<file path="src/rtl/inst_rom_ctrl.sv">
// Instruction-fetch front end: a single-entry line buffer in front of a handshaked
// backing memory, with registered read data, stall request and one-cycle error pulses.
module inst_rom_ctrl #(
    parameter int ADDR_W  = 32,
    parameter int DATA_W  = 32,
    parameter int SEL_W   = 4,
    parameter int TIMEOUT = 64
) (
    input  logic              clk,
    input  logic              rst,
    input  logic              rom_en,
    input  logic [SEL_W-1:0]  rom_write_en,
    input  logic [ADDR_W-1:0] rom_addr,
    input  logic [DATA_W-1:0] rom_write_data,
    output logic [DATA_W-1:0] rom_read_data,
    output logic              stall_req,
    input  logic              flush,
    output logic              mem_req,
    output logic [ADDR_W-1:0] mem_addr,
    input  logic              mem_ack,
    input  logic [DATA_W-1:0] mem_rdata,
    output logic              addr_err,
    output logic              wr_err,
    output logic              bus_err
);
    // Handshake: mem_req/mem_addr are held stable from request until mem_ack is
    // sampled high or the wait counter expires; mem_ack outside FETCH is ignored.
    typedef enum logic {IDLE, FETCH} state_t;

    localparam int CNT_W = (TIMEOUT > 2) ? $clog2(TIMEOUT) : 1;
    localparam logic [CNT_W-1:0] CNT_LAST = CNT_W'(TIMEOUT - 1);

    state_t              state_q, state_d;
    logic [DATA_W-1:0]   rd_q, rd_d;
    logic                stall_q, stall_d;
    logic                mem_req_q, mem_req_d;
    logic [ADDR_W-1:0]   mem_addr_q, mem_addr_d;
    logic                buf_valid_q, buf_valid_d;
    logic [ADDR_W-1:0]   buf_addr_q, buf_addr_d;
    logic [DATA_W-1:0]   buf_data_q, buf_data_d;
    logic [CNT_W-1:0]    cnt_q, cnt_d;
    logic                flushed_q, flushed_d;
    logic                addr_err_q, addr_err_d;
    logic                wr_err_q, wr_err_d;
    logic                bus_err_q, bus_err_d;

    logic unused_wdata;
    assign unused_wdata = ^rom_write_data;

    always_comb begin
        state_d     = state_q;
        rd_d        = rd_q;
        stall_d     = stall_q;
        mem_req_d   = mem_req_q;
        mem_addr_d  = mem_addr_q;
        buf_valid_d = buf_valid_q;
        buf_addr_d  = buf_addr_q;
        buf_data_d  = buf_data_q;
        cnt_d       = cnt_q;
        flushed_d   = flushed_q;
        addr_err_d  = 1'b0;
        wr_err_d    = 1'b0;
        bus_err_d   = 1'b0;

        if (flush) begin
            buf_valid_d = 1'b0;
        end

        unique case (state_q)
            IDLE: begin
                if (rom_en) begin
                    if (|rom_write_en) begin
                        wr_err_d = 1'b1;
                    end else if (|rom_addr[1:0]) begin
                        addr_err_d = 1'b1;
                        rd_d       = '0;
                    end else if (buf_valid_q && !flush && (rom_addr == buf_addr_q)) begin
                        rd_d = buf_data_q;
                    end else begin
                        state_d    = FETCH;
                        mem_req_d  = 1'b1;
                        mem_addr_d = rom_addr;
                        stall_d    = 1'b1;
                        cnt_d      = '0;
                        flushed_d  = 1'b0;
                    end
                end
            end
            FETCH: begin
                // A flush seen at any point of the fetch keeps its data out of the buffer.
                if (flush) begin
                    flushed_d = 1'b1;
                end
                if (mem_ack) begin
                    rd_d      = mem_rdata;
                    mem_req_d = 1'b0;
                    stall_d   = 1'b0;
                    state_d   = IDLE;
                    if (!flushed_q && !flush) begin
                        buf_valid_d = 1'b1;
                        buf_addr_d  = mem_addr_q;
                        buf_data_d  = mem_rdata;
                    end
                end else if (cnt_q == CNT_LAST) begin
                    bus_err_d = 1'b1;
                    rd_d      = '0;
                    mem_req_d = 1'b0;
                    stall_d   = 1'b0;
                    state_d   = IDLE;
                end else begin
                    cnt_d = cnt_q + CNT_W'(1);
                end
            end
            default: state_d = IDLE;
        endcase
    end

    always_ff @(posedge clk) begin
        if (!rst) begin
            state_q     <= IDLE;
            rd_q        <= '0;
            stall_q     <= 1'b0;
            mem_req_q   <= 1'b0;
            mem_addr_q  <= '0;
            buf_valid_q <= 1'b0;
            buf_addr_q  <= '0;
            buf_data_q  <= '0;
            cnt_q       <= '0;
            flushed_q   <= 1'b0;
            addr_err_q  <= 1'b0;
            wr_err_q    <= 1'b0;
            bus_err_q   <= 1'b0;
        end else begin
            state_q     <= state_d;
            rd_q        <= rd_d;
            stall_q     <= stall_d;
            mem_req_q   <= mem_req_d;
            mem_addr_q  <= mem_addr_d;
            buf_valid_q <= buf_valid_d;
            buf_addr_q  <= buf_addr_d;
            buf_data_q  <= buf_data_d;
            cnt_q       <= cnt_d;
            flushed_q   <= flushed_d;
            addr_err_q  <= addr_err_d;
            wr_err_q    <= wr_err_d;
            bus_err_q   <= bus_err_d;
        end
    end

    assign rom_read_data = rd_q;
    assign stall_req     = stall_q;
    assign mem_req       = mem_req_q;
    assign mem_addr      = mem_addr_q;
    assign addr_err      = addr_err_q;
    assign wr_err        = wr_err_q;
    assign bus_err       = bus_err_q;

endmodule

</file>
<file path="config.mk">
export PLATFORM = sky130hd
export DESIGN_NAME = inst_rom_ctrl
export DESIGN_NICKNAME = d
export VERILOG_FILES = /design/src/rtl/inst_rom_ctrl.sv
export SDC_FILE = /design/constraint.sdc
export NUM_CORES = 1
export LEC_CHECK = 0
export ABC_AREA = 1
export ABC_CLOCK_PERIOD_IN_PS = 3400
export CORE_ASPECT_RATIO = 0.8
export CORE_MARGIN = 1
export CORE_UTILIZATION = 45
export DETAILED_ROUTE_END_ITERATION = 10
export GPL_TIMING_DRIVEN = 0
export HOLD_SLACK_MARGIN = 0.1
export PLACE_DENSITY = 0.82
export SYNTH_ARGS = -nofsm -noshare
export SYNTH_HDL_FRONTEND = slang
export SYNTH_SLANG_ARGS = --single-unit
</file>
<file path="constraint.sdc">
create_clock -name clk -period 3.4 [get_ports clk]
set_input_delay 1.02 -clock clk [delete_from_list [all_inputs] [get_ports clk]]
set_output_delay 1.02 -clock clk [all_outputs]
set_load 0.01 [all_outputs]
</file>
---- After elaboration in Yosys (flattened, before gate mapping) ----
Cells that the tools add are included.
storage, ports and cells
  register bits after elaboration ......... 141
  input bits .............................. 105
  output and inout bits ................... 69
  logic and storage cells ................. 87
operators by class
  add/sub/neg operators ................... 1
  eq/ne operators ......................... 11
  muxes and demuxes ....................... 41
  bitwise gates (word level) .............. 6
  reduce and logical (&&, ||, !) cells .... 16
operators by type and width
  operator               number
  $mux W32               6
  $pmux W32 S2           1
  $mux W6                6
  $eq A32 B32 Y1         1
  $mux W1                24
  $reduce_and A5 Y1      3
  $ne A2 B2 Y1 const B   7
  $pmux W6 S2            1
  $reduce_or A7 Y1       1
  $add A6 B1 Y6 const B  1
  $eq A6 B6 Y1 const B   1
  $not A1 Y1             6
  $pmux W1 S2            3
  $reduce_and A6 Y1      1
  $reduce_or A3 Y1       2
  $reduce_and A4 Y1      1
  $reduce_or A4 Y1       1
  $logic_and A1 B1 Y1    3
  $ne A3 B2 Y1 const B   1
  $ne A3 B3 Y1 const B   1
  $reduce_and A3 Y1      1
  $logic_not A1 Y1       2
  $reduce_or A2 Y1       1

---- Depth between registers and ports, before layout ----
Gate-level depths: netlist of run 1.
  word-level depth ........................ 8
  depth in mapped cells ................... 14
  mapped depth without buffers ............ 13

---- Least setup slack after synthesis of run 1 ----
Ideal clock, no wire load.
  path kind ............................... input-to-reg
  start ................................... input flush
  end ..................................... register rd_q[9], in the netlist rom_read_data[9]
  arrival ................................. 2.093 ns
  data required time ...................... 3.290 ns
  slack ................................... 1.197 ns
  stages .................................. 11
  path buffers ............................ 1
  path through ............................ inv_1 nand2_1 nor3b_1 nand3_1 nor2_1 nand3_2 nand3_2 buf_2 nand4_1 nand2_1 nor2_1
between the ends
  word-level cells in the longest chain between the ends .. 5
RTL lines
  element                           line  RTL
  start, declared                   17    input logic flush,
  $logic_not A1 Y1                  77    end else if (buf_valid_q && !flush && (rom_addr == buf_addr_q)) begin
  $logic_and A1 B1 Y1 (2 in a row)  77
  $ne A3 B3 Y1 (no line)            n/a
  $reduce_and A4 Y1 (no line)       n/a
  end signal, assigned              135   rd_q <= rd_d;
  end, declared                     34    logic [DATA_W-1:0] rd_q, rd_d;
Every way passes these cells.
A chain may end at the register's enable or synchronous reset.

---- Worst setup path in the final report of run 1 ----
  start ................................... input rom_addr[30]
  end ..................................... register rd_q[28], in the netlist rom_read_data[28]
between the ends
  word-level cells in the longest chain between the ends .. 4
RTL lines
  element                      line  RTL
  start, declared              13    input logic [ADDR_W-1:0] rom_addr,
  $eq A32 B32 Y1               77
  $logic_and A1 B1 Y1          77
  $ne A3 B3 Y1 (no line)       n/a
  $reduce_and A4 Y1 (no line)  n/a
Every way passes these cells.

==> results.txt, run 1 <==
----------------------------------------------------
[Worst setup path]
  Critical Path Start ... rom_addr[30]
  Path type of the worst setup path ... in -> reg
  Type of origin of the critical path ... input pin
  Endpoint arrival time on the critical path ... about 3.2 ns
  Crit-path leading delay family ... simple AND/OR/NAND/NOR gates
  CP bufs+invs ... 3
  CP peak stage delay ... 0.43 ns
  Launching point of the worst reg2reg path ... cnt_q[0]
  Req. time, crit path ... 3.71 ns
  Nature of the critical path endpoint ... flip-flop
  CP max-delay cell ... clkdlybuf4s50_1
  Most common cell type on the critical path ... nand2_1
  Cells along the critical path ... clkdlybuf4s50_1 -> inv_1 -> nand2_1 -> nand2_1 -> nand3_1 -> nor2_1 -> nand2_1 -> nor2_1 -> nand3_2 -> nand3_2 -> buf_2 -> nand4_1 -> nand2_1 -> nor2_1
  Largest driver fanout on the critical path ... 10

[Timing]
  Peak clock frequency supported by timing ... around 350 MHz
  Min cycle time layout ... approximately 2.8 ns
  Share of the cycle needed by the critical path after routing ... 0.836
  RSZ-0062 raised after global routing ... false
  Setup violation total in the final timing report ... 0
  Setup TNS ... 0 ns
  Number of pins with negative max-slew slack in the final report ... 0
  Clock Skews ... 0.00890 ns
  Final Hold Vio Count ... 0
  Worst max-slew margin expressed relative to the limit ... 0.502
  Slew at the pin closest to its max-slew limit ... about 0.74 ns

[Placement]
  PortBufs ... 140
  HPWL Detailed ... 12.7 mm
  Global placement routability congestion ... 0.851
  Placed Area ... 7910 um2

[Power]
  Power per unit of standard cell area ... around 460 nW/um2
  Maximum resistive drop on vdd ... 0.000313 V
  Standby leakage power ... around 3.5 nW
  Post-route total power ... slightly below 0.004 W

[Routing]
  Post-route DRC violation count ... 0
  Post-detailed-route count of antenna-violating nets ... 0
  Average wire per cell in the routed design ... between 10 and 15 um
  Wire length after detailed routing ... about 18 mm
  1st-iter DRT viols ... 641
  Via Count ... around 6400
  Via-to-Cell Ratio ... around 5.1
  First drt pass iteration count ... 5

[Global routing]
  Via count of the first global-routing pass ... about 5700
  Global Route met1 Usage ... 0.352
  Wire length of the first global-routing pass ... around 28 mm
  Pin count of the biggest net entering global routing ... 17
  Met3 track demand over resource in global routing ... 0.0546
  Most used routing layer ... met2
  Total routing usage reported by global routing ... 0.250
  Grt total ovfl ... 0
  Met2 capacity usage during global routing ... 0.372
  Initial antenna violation count ... 0

[Synthesis]
  Synthesized cell area ... between 6000 and 7000 um2
  Syn nets ... between 900 and 1000
  Synth warn ... 0
  Top cells by area in the synthesized netlist ... dfxtp_1, nand2_1, inv_1
  Largest area contributor in the synthesized netlist ... dfxtp_1
  Syn avg cell area ... roughly 7.1 um2
  Gate count after technology mapping ... about 880
  Library cells used by synthesis ... 28
  Top-area cell type share of the netlist area ... 0.449
  Register area share after synthesis ... 0.449
  #FFs+latches synth ... between 100 and 150

[Finish]
  Fraction of layout instances using a drive strength above 1 ... 0.0597
  Final Util ... 0.627
  Post-route standard cell area excluding fillers ... 8530 um2
  Fill cell instance count of the final layout ... between 1000 and 1500
  Number of nets in the finished design ... about 1100
  Synthesis-to-layout area growth ... 35.8%
  Diode insertion count for antenna repair ... 0

[CTS]
  TritonCTS clock tree ... built
  Number of hold-repair buffers added at the cts stage ... 0
  Clock tree buffer depth ... 2
  # H-tree levels ... 4
  CTS-repair resized insts ... 0
  Setup bufs post-CTS ... 0
  Clock Latency Late Sink ... around 0.42 ns
  Number of clock sinks seen by CTS ... roughly 140
  Clock input transition at the sequential cells of the worst setup and hold paths ... 0.06 ns
  Total clock buffers created by CTS ... 17
  Cell at the root of the clock tree ... clkbuf_16

[Floorplanning]
  Initial cell density of the core ... 0.462
  Die Wd ... around 130 um
  Core region area ... 13600 um2
  Number of I/O pins ... ~170
  Standard-cell row count ... 38
  Vertical die dimension ... between 100 and 150 um
  Die ar. ... about 14000 um2

[Job]
  Total of max-cap violations ... 0

[Worst hold path]
  Min-Delay Path Class ... reg -> reg
  Launch instance of the worst min-delay path ... buf_data_q[27]

[Run status]
  Status ... completed

----------------------------------------------------
sequential cells by signal, summed over array words and instances (netlist names):
signal         count
mem_req            1
buf_addr_q        32
buf_valid_q        1
bus_err            1
mem_addr          32
wr_err             1
flushed_q          1
addr_err           1
state_q            1
cnt_q              6
buf_data_q        32
rom_read_data     32
logic make-up after synthesis:
logic type                 Yosys count  synth area share
buffers and inverters              179             0.116
DFF                                141             0.449
adders and majority gates            1           0.00199
and+or+nand+nor                    389             0.258
AOI/OAI and AO/OA                  147             0.137
xor gates and xnor gates            27            0.0376
path summary, 6_finish.rpt:
check / to / slack (ns) / depth (start not counted)
min: buf_data_q[27] / 0.46 / 2
min reg2reg: buf_data_q[27] / 0.46 / 2
max: rom_read_data[28] / 0.56 / 14
max reg2reg: rom_read_data[5] / 1.27 / 11
power by group:
part / internal [W] / switching, W / total [W] / leakage, nW
Sequential: 0.00167 / 0.00000683 / 0.00167 / 1.14
Clock: 0.00123 / 0.000712 / 0.00194 / 0.298
Combinational: 0.000136 / 0.000135 / 0.000271 / 2.04
stage by stage:
stage | setup WS, ns | cells | hold WS [ns]
after floorplan | 1.20 | 884 | 0.441
after global placement | 0.274 | 1204 | 0.448
after detailed placement | 0.259 | 1204 | 0.456
after CTS | 0.664 | 1236 | 0.465
after global routing | 0.384 | 1236 | 0.485
final | 0.558 | 1236 | 0.464
cell type report:
class	instances	area, um2	area share
multi-input combinational	564	2730	0.320
timing repair buffer	140	1400	0.164
buffer	58	275	0.0323
clock buffer	22	484	0.0568
clock inverter	10	136	0.0160
inverter	121	454	0.0533
tap	180	225	0.0264
sequential	141	2820	0.331
cell usage after synthesis, drive strengths merged:
master  instances
nand2         225
dfxtp         141
inv           120
nor2          105
a21oi          78
nand4          36
o21ai          35
clkbuf         33
a32oi          32
buf            25
xnor2          21
nand3          14
nor3            6
xor2            6
nor3b           2
a31o            1
a31oi           1
clkinv          1
ha              1
nor4            1
per-layer routing:
metal	vias to the layer above	routed length, um
li1	3136	-
met1	2923	8420
met2	268	7810
met3	34	1300
met4	0	416
met5	-	0
placed cells by master, fill, tap and decap left out, drive strengths merged:
master         count
clkdlybuf4s50    140
xor2               6
dfxtp            141
nand3             14
o21ai             35
nand4             36
clkbuf            55
a21oi             78
nor3b              2
xnor2             21
nor3               6
bufinv             3
nor4               1
buf               25
clkinvlp           3
a31oi              1
inv              120
ha                 1
clkinv             5
nand2            225
a31o               1
nor2             105
a32oi             32
tightest hold or removal path, stage by stage, from the launching register on:
cell	delay [ns]
dfxtp_1	0.31
nand2_1	0.06
a21oi_1	0.05
Note: power is estimated with default switching activity, not from simulation.
==> inputs of run 2 (changes only) <==
ABC_CLOCK_PERIOD_IN_PS = 2840   (was 3400)
clock period = 2.84 ns   (was 3.4 ns; I/O delays follow)
==> run 2 against run 1 <==
Net effect: total power increased by 20%; sequential power increased by 20%; critical path type unchanged; combinational power increased by 20%; die area unchanged; wire length about the same; sequential share of layout area about the same; flip-flop and latch count unchanged; first-iteration DRC count unchanged; global-route usage unchanged; hold slack improved by 0.0019 ns; clock-buffer cell count unchanged.
==> results.txt, run 2 (same netlist as run 1, synthesis figures left out) <==
----------------------------------------------------
[Run status]
  Status ... completed

[Worst setup path]
  Launching point of the worst reg2reg path ... cnt_q[0]
  Minimum setup slack among reg-to-reg paths ... about 0.7 ns
  Type of origin of the critical path ... input pin
  Path type of the worst setup path ... in -> reg
  Endpoint arrival time on the critical path ... between 2 and 3 ns
  Largest driver fanout on the critical path ... 10
  Req. time, crit path ... 3.15 ns
  Reg2Reg Capture Point ... rom_read_data[3]
  Nature of the critical path endpoint ... flip-flop
  Length in cells of the worst reg-to-reg path ... 11

[Placement]
  Placed Area ... between 7000 and 8000 um2
  HPWL Detailed ... 12.7 mm
  PortBufs ... 140
  Global placement routability congestion ... 0.851

[Global routing]
  Pin count of the biggest net entering global routing ... 17
  Wire length of the first global-routing pass ... about 28 mm
  Global Route met1 Usage ... 0.352
  Grt total ovfl ... 0
  Met3 track demand over resource in global routing ... 0.0546
  Initial antenna violation count ... 0
  Met2 capacity usage during global routing ... 0.372
  Most used routing layer ... met2
  Via count of the first global-routing pass ... approximately 5700
  Total routing usage reported by global routing ... 0.250

[Worst hold path]
  Endpoint, Worst Hold ... buf_data_q[30]
  Launch instance of the worst min-delay path ... buf_data_q[30]
  Min-Delay Path Class ... reg -> reg
  Number of instances on the worst hold path ... 2

[CTS]
  Setup bufs post-CTS ... 0
  Number of hold-repair buffers added at the cts stage ... 0
  Clock Latency Late Sink ... between 0.4 and 0.5 ns
  # H-tree levels ... 4
  Clock tree buffer depth ... 2
  Number of clock sinks seen by CTS ... roughly 140
  Cell at the root of the clock tree ... clkbuf_16
  TritonCTS clock tree ... built
  Total clock buffers created by CTS ... 17
  Clock input transition at the sequential cells of the worst setup and hold paths ... around 0.06 ns

[Power]
  Sequential share of power ... 0.430
  Maximum resistive drop on vdd ... approximately 0.00038 V
  Standby leakage power ... 3.48 nW
  Clk network pwr share ... 0.500
  Part of the power in combinational logic ... 0.070
  Total net switching power ... approximately 0.0010 W
  Internal power ... roughly 0.0036 W
  Power per unit of standard cell area ... around 550 nW/um2
  Sw Share ... 0.220

[Timing]
  Setup violation total in the final timing report ... 0
  Min cycle time layout ... ~2.6 ns
  RSZ-0062 raised after global routing ... false
  Share of the cycle needed by the critical path after routing ... 0.917
  Final Hold Vio Count ... 0
  Clock Skews ... a little under 0.009 ns
  Peak clock frequency supported by timing ... 384 MHz
  Slew at the pin closest to its max-slew limit ... roughly 0.75 ns
  Setup TNS ... 0 ns
  Worst max-slew margin expressed relative to the limit ... 0.500
  Number of pins with negative max-slew slack in the final report ... 0

[Routing]
  Via Count ... 6367
  1st-iter DRT viols ... 641
  First drt pass iteration count ... 6
  Via-to-Cell Ratio ... 5.15
  Average wire per cell in the routed design ... 14.5 um
  Wire length after detailed routing ... between 15 and 20 mm
  Post-route DRC violation count ... 0
  Post-detailed-route count of antenna-violating nets ... 0

[Floorplanning]
  Die ar. ... between 10000 and 15000 um2
  Number of I/O pins ... 174
  Core region area ... 13600 um2
  Die Wd ... between 100 and 150 um
  Vertical die dimension ... 108 um
  Initial cell density of the core ... 0.462
  Standard-cell row count ... 38

[Finish]
  Synthesis-to-layout area growth ... 35.8%
  Multi-input logic area ... about 2700 um2
  Fill cell instance count of the final layout ... 1200
  Diode insertion count for antenna repair ... 0
  Flip-flop and latch area ... approximately 2800 um2
  Final Util ... 0.627
  Commonest non-fill, non-tap cell in the layout ... nand2_1
  Number of nets in the finished design ... 1149
  Fraction of layout instances using a drive strength above 1 ... 0.0606
  Most frequent cells in the layout ... nand2_1, dfxtp_1, clkdlybuf4s50_1, inv_1, nor2_1
  Post-route standard cell area excluding fillers ... approximately 8500 um2

[Job]
  Total of max-cap violations ... 0

----------------------------------------------------
## run 2: worst max path at each step
stage	end	slack [ns]	cells past startpoint	start
global route	rom_read_data[28]	0.09	14	rom_addr[30]
global placement	rom_read_data[28]	-0.12	14	rom_addr[30]
CTS	rom_read_data[28]	0.27	14	rom_addr[30]
floorplan	rom_read_data[9]	0.80	11	flush
finish	rom_read_data[28]	0.24	12	flush
detailed placement	rom_read_data[28]	-0.13	13	rom_addr[31]
## run 2: timing repair
action                                  4_1_cts  5_1_grt
endpoints found under the setup margin        0        1
resized for setup                             0        1
endpoints found under the hold margin         0        0
## run 2: power groups by stage
| stage | registers [W] | logic (W) | clock network [W] |
|---|---|---|---|
| 6_report | 0.00200 | 0.000324 | 0.00233 |
| 5_1_grt | 0.00200 | 0.000352 | 0.00243 |
| 4_1_cts | 0.00200 | 0.000321 | 0.00234 |
| 3_5_place_dp | 0.00205 | 0.000318 | 0 |
| 3_3_place_gp | 0.00205 | 0.000315 | 0 |
| 2_1_floorplan | 0.00205 | 0.000124 | 0 |
## run 2: layout make-up
type                            count  area share
Buffer                             58      0.0323
Clock buffer                       22      0.0568
Clock inverter                     10      0.0160
Inverter                          121      0.0532
Multi-Input combinational cell    564       0.320
Sequential cell                   141       0.331
Tap cell                          180      0.0264
Timing Repair Buffer              140       0.164
## run 2: metal layers
metal	vias to the layer above	part of all wire
met3	33	0.075
li1	3139	-
met2	288	0.44
met4	0	0.022
met5	-	0
met1	2907	0.47
## run 2: worst max-delay path, cell delays in order
cell	delay [ns]
clkdlybuf4s50_1	0.48
inv_1	0.10
nand2_1	0.08
nor3b_1	0.24
nand3_1	0.09
nor2_1	0.15
nand3_2	0.13
nand3_2	0.20
buf_2	0.26
nand4_1	0.17
nand2_1	0.12
nor2_1	0.04
## run 2: metrics by stage
stage | instances | hold slack [ns] | setup slack, ns | power (W)
after floorplan | 884 | 0.441 | 0.805 | 0.00218
after global placement | 1204 | 0.448 | -0.118 | 0.00236
after detailed placement | 1204 | 0.456 | -0.133 | 0.00236
after CTS | 1236 | 0.465 | 0.272 | 0.00467
after global routing | 1236 | 0.485 | 0.0885 | 0.00479
final | 1236 | 0.466 | 0.236 | 0.00465
